<file path="src/rtl/acc_channel_scheduler.sv">
// Round-robin phase-accumulator scheduler: one shared adder serves NUM_CH channels.
// Configuration writes are admitted only outside the scan (IDLE, or a one-cycle CFG slot).
module acc_channel_scheduler #(
   parameter int NUM_CH    = 4,
   parameter int ACC_WIDTH = 16,
   parameter int ADD_WIDTH = 16,
   parameter int CH_BITS   = $clog2(NUM_CH)
) (
   input  logic                 clk,
   input  logic                 rst,
   input  logic                 run,
   input  logic                 cfg_valid,
   output logic                 cfg_ready,
   input  logic [CH_BITS-1:0]   cfg_ch,
   input  logic [ADD_WIDTH-1:0] cfg_inc,
   input  logic                 cfg_en,
   output logic [CH_BITS-1:0]   slot,
   output logic                 frame_tick,
   output logic                 out_valid,
   output logic [CH_BITS-1:0]   out_ch,
   output logic [ACC_WIDTH-1:0] out_acc,
   output logic [NUM_CH-1:0]    msb_out
);

   typedef enum logic [1:0] {
      ST_IDLE = 2'd0,
      ST_SCAN = 2'd1,
      ST_CFG  = 2'd2
   } state_t;

   localparam logic [CH_BITS-1:0] SLOT_LAST  = CH_BITS'(NUM_CH - 1);
   localparam logic [CH_BITS-1:0] SLOT_ONE   = CH_BITS'(1);
   localparam logic [CH_BITS:0]   NUM_CH_EXT = (CH_BITS + 1)'(NUM_CH);

   state_t                 state_r;
   logic [CH_BITS-1:0]     slot_r;
   logic [ACC_WIDTH-1:0]   acc_r [NUM_CH];
   logic [ADD_WIDTH-1:0]   inc_r [NUM_CH];
   logic [NUM_CH-1:0]      en_r;
   logic                   out_valid_r;
   logic [CH_BITS-1:0]     out_ch_r;
   logic [ACC_WIDTH-1:0]   out_acc_r;
   logic                   frame_tick_r;

   logic                   cfg_ready_s;
   logic                   cfg_fire_s;
   logic [ACC_WIDTH-1:0]   inc_ext_s;
   logic [ACC_WIDTH-1:0]   acc_sum_s;
   logic [ACC_WIDTH-1:0]   acc_new_s;
   logic [NUM_CH-1:0]      msb_s;

   // Configuration is accepted whenever the scan is not using the datapath
   always_comb begin
      cfg_ready_s = 1'b0;
      case (state_r)
         ST_IDLE: cfg_ready_s = 1'b1;
         ST_SCAN: cfg_ready_s = 1'b0;
         ST_CFG:  cfg_ready_s = 1'b1;
         default: cfg_ready_s = 1'b0;
      endcase
   end

   // Writes aimed past the last channel still complete the handshake but are dropped
   always_comb begin
      if (cfg_valid && cfg_ready_s && ({1'b0, cfg_ch} < NUM_CH_EXT)) begin
         cfg_fire_s = 1'b1;
      end else begin
         cfg_fire_s = 1'b0;
      end
   end

   // Shared adder for the channel in the current slot; disabled channels hold
   always_comb begin
      inc_ext_s = '0;
      inc_ext_s[ADD_WIDTH-1:0] = inc_r[slot_r];
      acc_sum_s = acc_r[slot_r] + inc_ext_s;
      if (en_r[slot_r]) begin
         acc_new_s = acc_sum_s;
      end else begin
         acc_new_s = acc_r[slot_r];
      end
   end

   // Square-wave outputs come straight from the accumulator registers
   always_comb begin
      msb_s = '0;
      for (int k = 0; k < NUM_CH; k++) begin
         msb_s[k] = acc_r[k][ACC_WIDTH-1];
      end
   end

   // Scheduler FSM, accumulator bank and registered result strobe
   always_ff @(posedge clk or posedge rst) begin
      if (rst) begin
         state_r      <= ST_IDLE;
         slot_r       <= '0;
         en_r         <= '0;
         out_valid_r  <= 1'b0;
         out_ch_r     <= '0;
         out_acc_r    <= '0;
         frame_tick_r <= 1'b0;
         for (int k = 0; k < NUM_CH; k++) begin
            acc_r[k] <= '0;
            inc_r[k] <= '0;
         end
      end else begin
         out_valid_r  <= 1'b0;
         frame_tick_r <= 1'b0;
         case (state_r)
            ST_IDLE: begin
               slot_r <= '0;
               if (run) begin
                  state_r <= ST_SCAN;
               end
            end
            ST_SCAN: begin
               acc_r[slot_r] <= acc_new_s;
               out_valid_r   <= 1'b1;
               out_ch_r      <= slot_r;
               out_acc_r     <= acc_new_s;
               if (slot_r == SLOT_LAST) begin
                  frame_tick_r <= 1'b1;
                  slot_r       <= '0;
                  // A pending config wins over stopping; it is serviced before returning to IDLE
                  if (cfg_valid) begin
                     state_r <= ST_CFG;
                  end else if (!run) begin
                     state_r <= ST_IDLE;
                  end else begin
                     state_r <= ST_SCAN;
                  end
               end else begin
                  slot_r <= slot_r + SLOT_ONE;
               end
            end
            ST_CFG: begin
               slot_r <= '0;
               if (run) begin
                  state_r <= ST_SCAN;
               end else begin
                  state_r <= ST_IDLE;
               end
            end
            default: begin
               state_r <= ST_IDLE;
               slot_r  <= '0;
            end
         endcase
         // Only reachable in IDLE or CFG, so never collides with the accumulation above
         if (cfg_fire_s) begin
            inc_r[cfg_ch] <= cfg_inc;
            en_r[cfg_ch]  <= cfg_en;
            acc_r[cfg_ch] <= '0;
         end
      end
   end

   assign cfg_ready  = cfg_ready_s;
   assign slot       = slot_r;
   assign frame_tick = frame_tick_r;
   assign out_valid  = out_valid_r;
   assign out_ch     = out_ch_r;
   assign out_acc    = out_acc_r;
   assign msb_out    = msb_s;

endmodule

</file>
<file path="config.mk">
export PLATFORM = sky130hd
export DESIGN_NAME = acc_channel_scheduler
export DESIGN_NICKNAME = d
export VERILOG_FILES = /design/src/rtl/acc_channel_scheduler.sv
export SDC_FILE = /design/constraint.sdc
export NUM_CORES = 1
export LEC_CHECK = 0
export ABC_AREA = 1
export BUFFER_PORTS_ARGS = -buffer_cell sky130_fd_sc_hd__buf_2
export CORE_UTILIZATION = 35
export CTS_CLUSTER_DIAMETER = 150
export DETAILED_ROUTE_END_ITERATION = 8
export PLACE_DENSITY_LB_ADDON = 0.1
export SLEW_MARGIN = 10
export SYNTH_ARGS = -nofsm -noshare
export SYNTH_HDL_FRONTEND = slang
export SYNTH_SLANG_ARGS = --single-unit
</file>
<file path="constraint.sdc">
create_clock -name clk -period 13.8 [get_ports clk]
set_input_delay 2.07 -clock clk [delete_from_list [all_inputs] [get_ports clk]]
set_output_delay 2.07 -clock clk [all_outputs]
set_load 0.005 [all_outputs]
</file>
# == Word-level counts from Yosys, hierarchy flattened ==
# Index checks and enable logic that the tools add are counted.
# word_totals
elab_cells,72
out_inout_bits,27
in_bits,23
regBits,156
# op_classes
magnitude_cmp,7
bitwise_logic,4
eq_ne,5
add_sub_neg,2
muxes,32
reduce_logical,7
# ops
op,count
bitwise mux 64 bit,2
two-way mux 64 bit,2
two-way mux 16 bit,7
bitwise AND 64 bit,1
binary-select mux 16 bit (select 2 bit),2
demux 16 bit (select 2 bit),2
inverter 64 bit,1
adder 16 bit,1
two-way mux 2 bit,5
two-way mux 1 bit,8
">= comparator 3 bit, second input constant",2
"< comparator 2 x 3 -> 1 bit, second input constant",2
"< comparator 3 x 1 -> 1 bit, second input constant",2
inverter 2 -> 3 bit,2
one-hot mux 2 bit (3 select lines),1
bitwise mux 4 bit,1
"equality test 2 bit, second input constant",2
logical AND 1 bit,4
"inequality test 2 bit, second input constant",2
"adder 2 x 1 -> 2 bit, second input constant",1
binary-select mux 1 bit (select 2 bit),1
demux 1 bit (select 2 bit),1
"equality test 2 x 1 -> 1 bit, second input constant",1
">= comparator 2 x 1 -> 1 bit, second input constant",1
3 further kinds,3

# == Logic depth before layout (Yosys ltp) ==
# depth
depth_word,10
depth_mapped,19

# == Worst setup path before layout ==
# No wires, ideal clock.
# synth_path
path_kind,input -> register
from,input cfg_valid
to,register acc_r[12] (netlist name)
setup_slack_ns,10.851
t_arrival_ns,2.837
setup_ns,0.113
required_time_ns,13.687
cell_stages,8
n_path_buf,1
cell_sequence,inv_1 -> nor2_1 -> nand3_1 -> clkbuf_1 -> o21ai_0 -> inv_1 -> nand2_1 -> inv_1
# synth_via
elab_chain_cells,3
# synth_lines
item,line,text
from (decl),12,"input logic cfg_valid,"
logical AND 1 bit,65,"if (cfg_valid && cfg_ready_s && ({1'b0, cfg_ch} < NUM_CH_EXT)) begin"
two-way mux 1 bit,65,
two-way mux 64 bit,150,if (cfg_fire_s) begin
"to (signal, indexed assignment)",117,acc_r[slot_r] <= acc_new_s;
to (decl),37,logic [ACC_WIDTH-1:0] acc_r [NUM_CH];
# Every way passes these cells.
# A chain may end at the register's enable or synchronous reset.

# == Worst setup path in the final report ==
# layout_path
from,"register slot_r[1], in the netlist slot[1]"
to,"register out_acc_r[14], in the netlist out_acc[14]"
# layout_via
elab_chain_cells,6
word_cells_on_any_way,11
# layout_lines
item,line,text
from (decl),36,logic [CH_BITS-1:0] slot_r;
from (signal assigned),133,slot_r <= slot_r + SLOT_ONE;
inverter 2 -> 3 bit (implied by the code),"75, 76, 80",
"binary-select mux 16 bit (select 2 bit), on equally long branches","76, 80, 75",
"two-way mux 16 bit, on equally long branches (2 in a row)","76, 80, 75",
adder 16 bit,76,acc_sum_s = acc_r[slot_r] + inc_ext_s;
two-way mux 16 bit *,77,if (en_r[slot_r]) begin
to (signal assigned),120,out_acc_r <= acc_new_s;
to (decl),42,logic [ACC_WIDTH-1:0] out_acc_r;
# Mark *: on every way between the ends. The rest lies on a longest branch, timed or not. The select of a mux whose other input is x is not followed.

==> results.py <==
metrics = {
    "run_status": {
        "status": "finished, final reports clean",
    },
    "grt": {
        "antenna_found_initial": 0,
        "first_global_vias": 6805,
        "grtUsageTotal_pct": 20.3,
        "grt_pass1_wl_um": 38100,
        "grt_start_max_net_pins": 87,
        "grt-ovfl-total": 0,
    },
    "synth": {
        "synth_warnings": 0,
        "synth-seq-cells": 156,
        "syn_inst": 1097,
        "synth_area_sq_um": 8570,
        "syn_area_per_cell_sq_um": 7.81,
        "synthesis.nets": 1140,
        "yosysSeqAreaShare_pct": 45.5,
        "synth.distinct_cells": 38,
    },
    "timing": {
        "finalHoldViolCount": 0,
        "fmax_mhz": 265,
        "finalCriticalPeriod_ns": 3.78,
        "rsz0062_at_grt": "false",
        "setup_viol_count_final": 0,
        "slew_headroom_pct": 27.7,
        "tns_ns": 0,
        "tightest_slew_ns": 1.08,
        "finalCritPeriodShare_pct": 27.4,
        "holdWs_ns": 0.472,
        "report.final.slew_viol_count": 0,
        "skew_ns": 0.0112,
    },
    "placed_design": {
        "hpwl_um": 14600,
        "portBuffers": 49,
        "gp_congestion": 0.774,
    },
    "setup_path": {
        "cp.required_ns": 14.12,
        "crit_arrival_ns": 4.10,
        "endpoint_kind": "flip-flop",
        "worstSetupStartpointType": "flip-flop",
        "crit_chain": "buf_4 -> clkinv_2 -> o21ai_1 -> o22ai_2 -> ha_1 -> fa_1 -> nand2_1 -> nand2_1 -> nand3b_1 -> nand2_1 -> nand2_1 -> nand3b_1 -> nand3_2 -> nand2_1 -> nand2_1 -> nand2_1",
        "crit_family": "buffers and inverters",
        "critPathKind": "reg2reg",
        "critPathBufInv": 2,
        "crit_slowest_cell": "clkinv_2",
        "max_stage_delay_ns": 0.72,
        "crit_top_cell": "nand2_1",
        "worstPathMaxFanout": 39,
        "rr_startpoint": "slot[1]",
        "worstSetupStartpoint": "slot[1]",
    },
    "worst_hold_path": {
        "min-delay-start": "out_acc[2]",
        "min_path_type": "reg2reg",
    },
    "die": {
        "rows": 56,
        "coreArea_sq_um": 23800,
        "io_pins": 50,
        "start_util_pct": 36.1,
        "fp.dieW_um": 158,
        "die_h_um": 158,
        "die_area_sq_um": 25100,
    },
    "cells_and_area": {
        "syn_to_final_growth_pct": 11.3,
        "drive_above_1_share_pct": 12.6,
        "n_fill_cell": 2519,
        "insertedDiodeCount": 0,
        "fin_nets": 1156,
    },
    "clock_tree": {
        "htreeDepth": 4,
        "clkSinkCount": 156,
        "cts_tree": "built",
        "post_cts_buffers": 0,
        "hold_buffers": 0,
        "clk_path_buf_depth": 2,
        "path_clk_slew_ns": 0.07,
        "clk-insertion-delay-late_ns": 0.44,
        "cts_resized": 0,
        "cts_buffers": 17,
        "clockRootBuffer": "clkbuf_16",
    },
    "route": {
        "wl_per_cell_um": 16.4,
        "drt-vias-per-instance": 4.83,
        "totalWireLength_um": 23700,
        "drt_iter0_drc": 411,
        "drc": 0,
        "dr.pass1.iters": 5,
        "postRouteAntennaNets": 0,
        "num_vias": 6984,
    },
    "run": {
        "maxCapViolCount": 0,
    },
}
-- worst reg2reg max path: cells and delay by family (launching register included) --
family,cells,cell delay (ns)
DFF,1,0.32
buffers and inverters,2,1.18
AOI/OAI and AO/OA,2,0.46
adders and majority gates,2,0.68
and+or+nand+nor,10,1.02
-- layout by cell type, fill, tap and decap left out, types with 9 or more instances in the layout --
| cell | count |
|---|---|
| nand2_1 | 245 |
| o21ai_0 | 179 |
| inv_1 | 156 |
| dfrtp_1 | 155 |
| nor2_1 | 83 |
| buf_2 | 49 |
| nand3_1 | 45 |
| o21bai_1 | 28 |
| o22ai_1 | 22 |
| ha_1 | 19 |
| nand2_2 | 17 |
| clkbuf_16 | 17 |
| o21ai_1 | 10 |
| a21oi_1 | 9 |
| nand3_2 | 9 |
-- state kept, by name, indices dropped and copies added (netlist names) --
signal and count:
frame_tick 1, out_valid 1, out_ch 2, msb_out 4
state_r 2, out_acc 16, slot 2, acc_r 60
en_r 4, inc_r 64
-- synth_stat cells --
| library cell | n | area (sq um) |
|---|---|---|
| o21ai_2 | 2 | 17.5 |
| buf_4 | 6 | 45.0 |
| buf_6 | 6 | 67.6 |
| o22ai_1 | 22 | 138 |
| nand2_1 | 247 | 927 |
| nor2_1 | 83 | 312 |
| nand3b_1 | 3 | 22.5 |
| a21oi_1 | 9 | 45.0 |
| o21ai_1 | 10 | 50.1 |
| mux2i_4 | 2 | 45.0 |
| o22ai_2 | 8 | 100 |
| inv_6 | 1 | 8.76 |
| o21bai_1 | 28 | 210 |
| clkinv_2 | 1 | 5.00 |
| o21ai_0 | 179 | 896 |
| nor2_8 | 1 | 20.0 |
| nand2_4 | 5 | 56.3 |
| xor2_1 | 5 | 43.8 |
| ha_1 | 19 | 238 |
| buf_1 | 3 | 11.3 |
| nand2_8 | 1 | 20.0 |
| dfrtp_1 | 156 | 3900 |
| fa_1 | 1 | 20.0 |
| nand3_2 | 7 | 70.1 |
| inv_1 | 157 | 589 |
| clkbuf_1 | 27 | 101 |
| or2_2 | 1 | 6.26 |
| nand2_2 | 15 | 93.8 |
| inv_2 | 6 | 22.5 |
| buf_12 | 1 | 20.0 |
| xnor2_1 | 2 | 17.5 |
| nor3_1 | 3 | 15.0 |
| nand4_1 | 1 | 6.26 |
| buf_2 | 15 | 75.1 |
| nand3_1 | 47 | 235 |
| a31oi_1 | 8 | 50.1 |
| nor2_2 | 1 | 6.26 |
| o211ai_1 | 8 | 60.1 |
-- area by class of cell --
cell class	instances	area (sq um)	area share, %
Clock buffer	20	447	4.68
Clock inverter	12	134	1.40
Tap cell	319	399	4.18
Sequential cell	156	3910	40.9
Multi-Input combinational cell	718	3740	39.2
Timing Repair Buffer	55	290	3.04
Inverter	165	631	6.61
-- path summary, 6_finish.rpt --
kind                                to  slack [ns]  cells after the start
min                         out_acc[2]        0.47                      2
max                        out_acc[14]       10.02                     16
min reg2reg                 out_acc[2]        0.47                      2
min in group asynchronous    inc_r[34]        1.78                      2
max in group asynchronous   msb_out[3]       10.60                      3
max reg2reg                out_acc[14]       10.02                     16
-- routing by layer --
metal,up-vias,GRT usage (%),wire length (um)
met3,30,2.80,563
met4,0,6.59,380
met1,3297,28.0,12000
met2,111,32.8,10700
met5,-,0,0
li1,3546,-,-
-- metrics by stage --
stage / util (%) / std cells / setup WS, ns / area, sq um
final: 40.2 / 1445 / 10.02 / 9540
after global routing: 40.2 / 1445 / 9.73 / 9540
after CTS: 40.2 / 1445 / 9.99 / 9540
after detailed placement: 37.7 / 1413 / 9.69 / 8960
after global placement: 37.7 / 1413 / 9.75 / 8960
after floorplan: - / 1097 / 7.52 / 8570
-- cell families (layout without fill, tap and decap cells) --
kind of cell	after synthesis	count (layout)	share of synthesized area, %
AO/OA/AOI/OAI	274	274	18.3
buffers and inverters	223	252	11.0
XOR/XNOR	7	7	0.715
multiplexers	2	2	0.526
AND/OR/NAND/NOR	415	415	20.9
flip-flops	156	156	45.5
adder cells (fa/ha/maj)	20	20	3.01
Power is left out: the tool's default activity adds up to more than one toggle a clock period on the data nets, which glitch-free logic cannot reach.
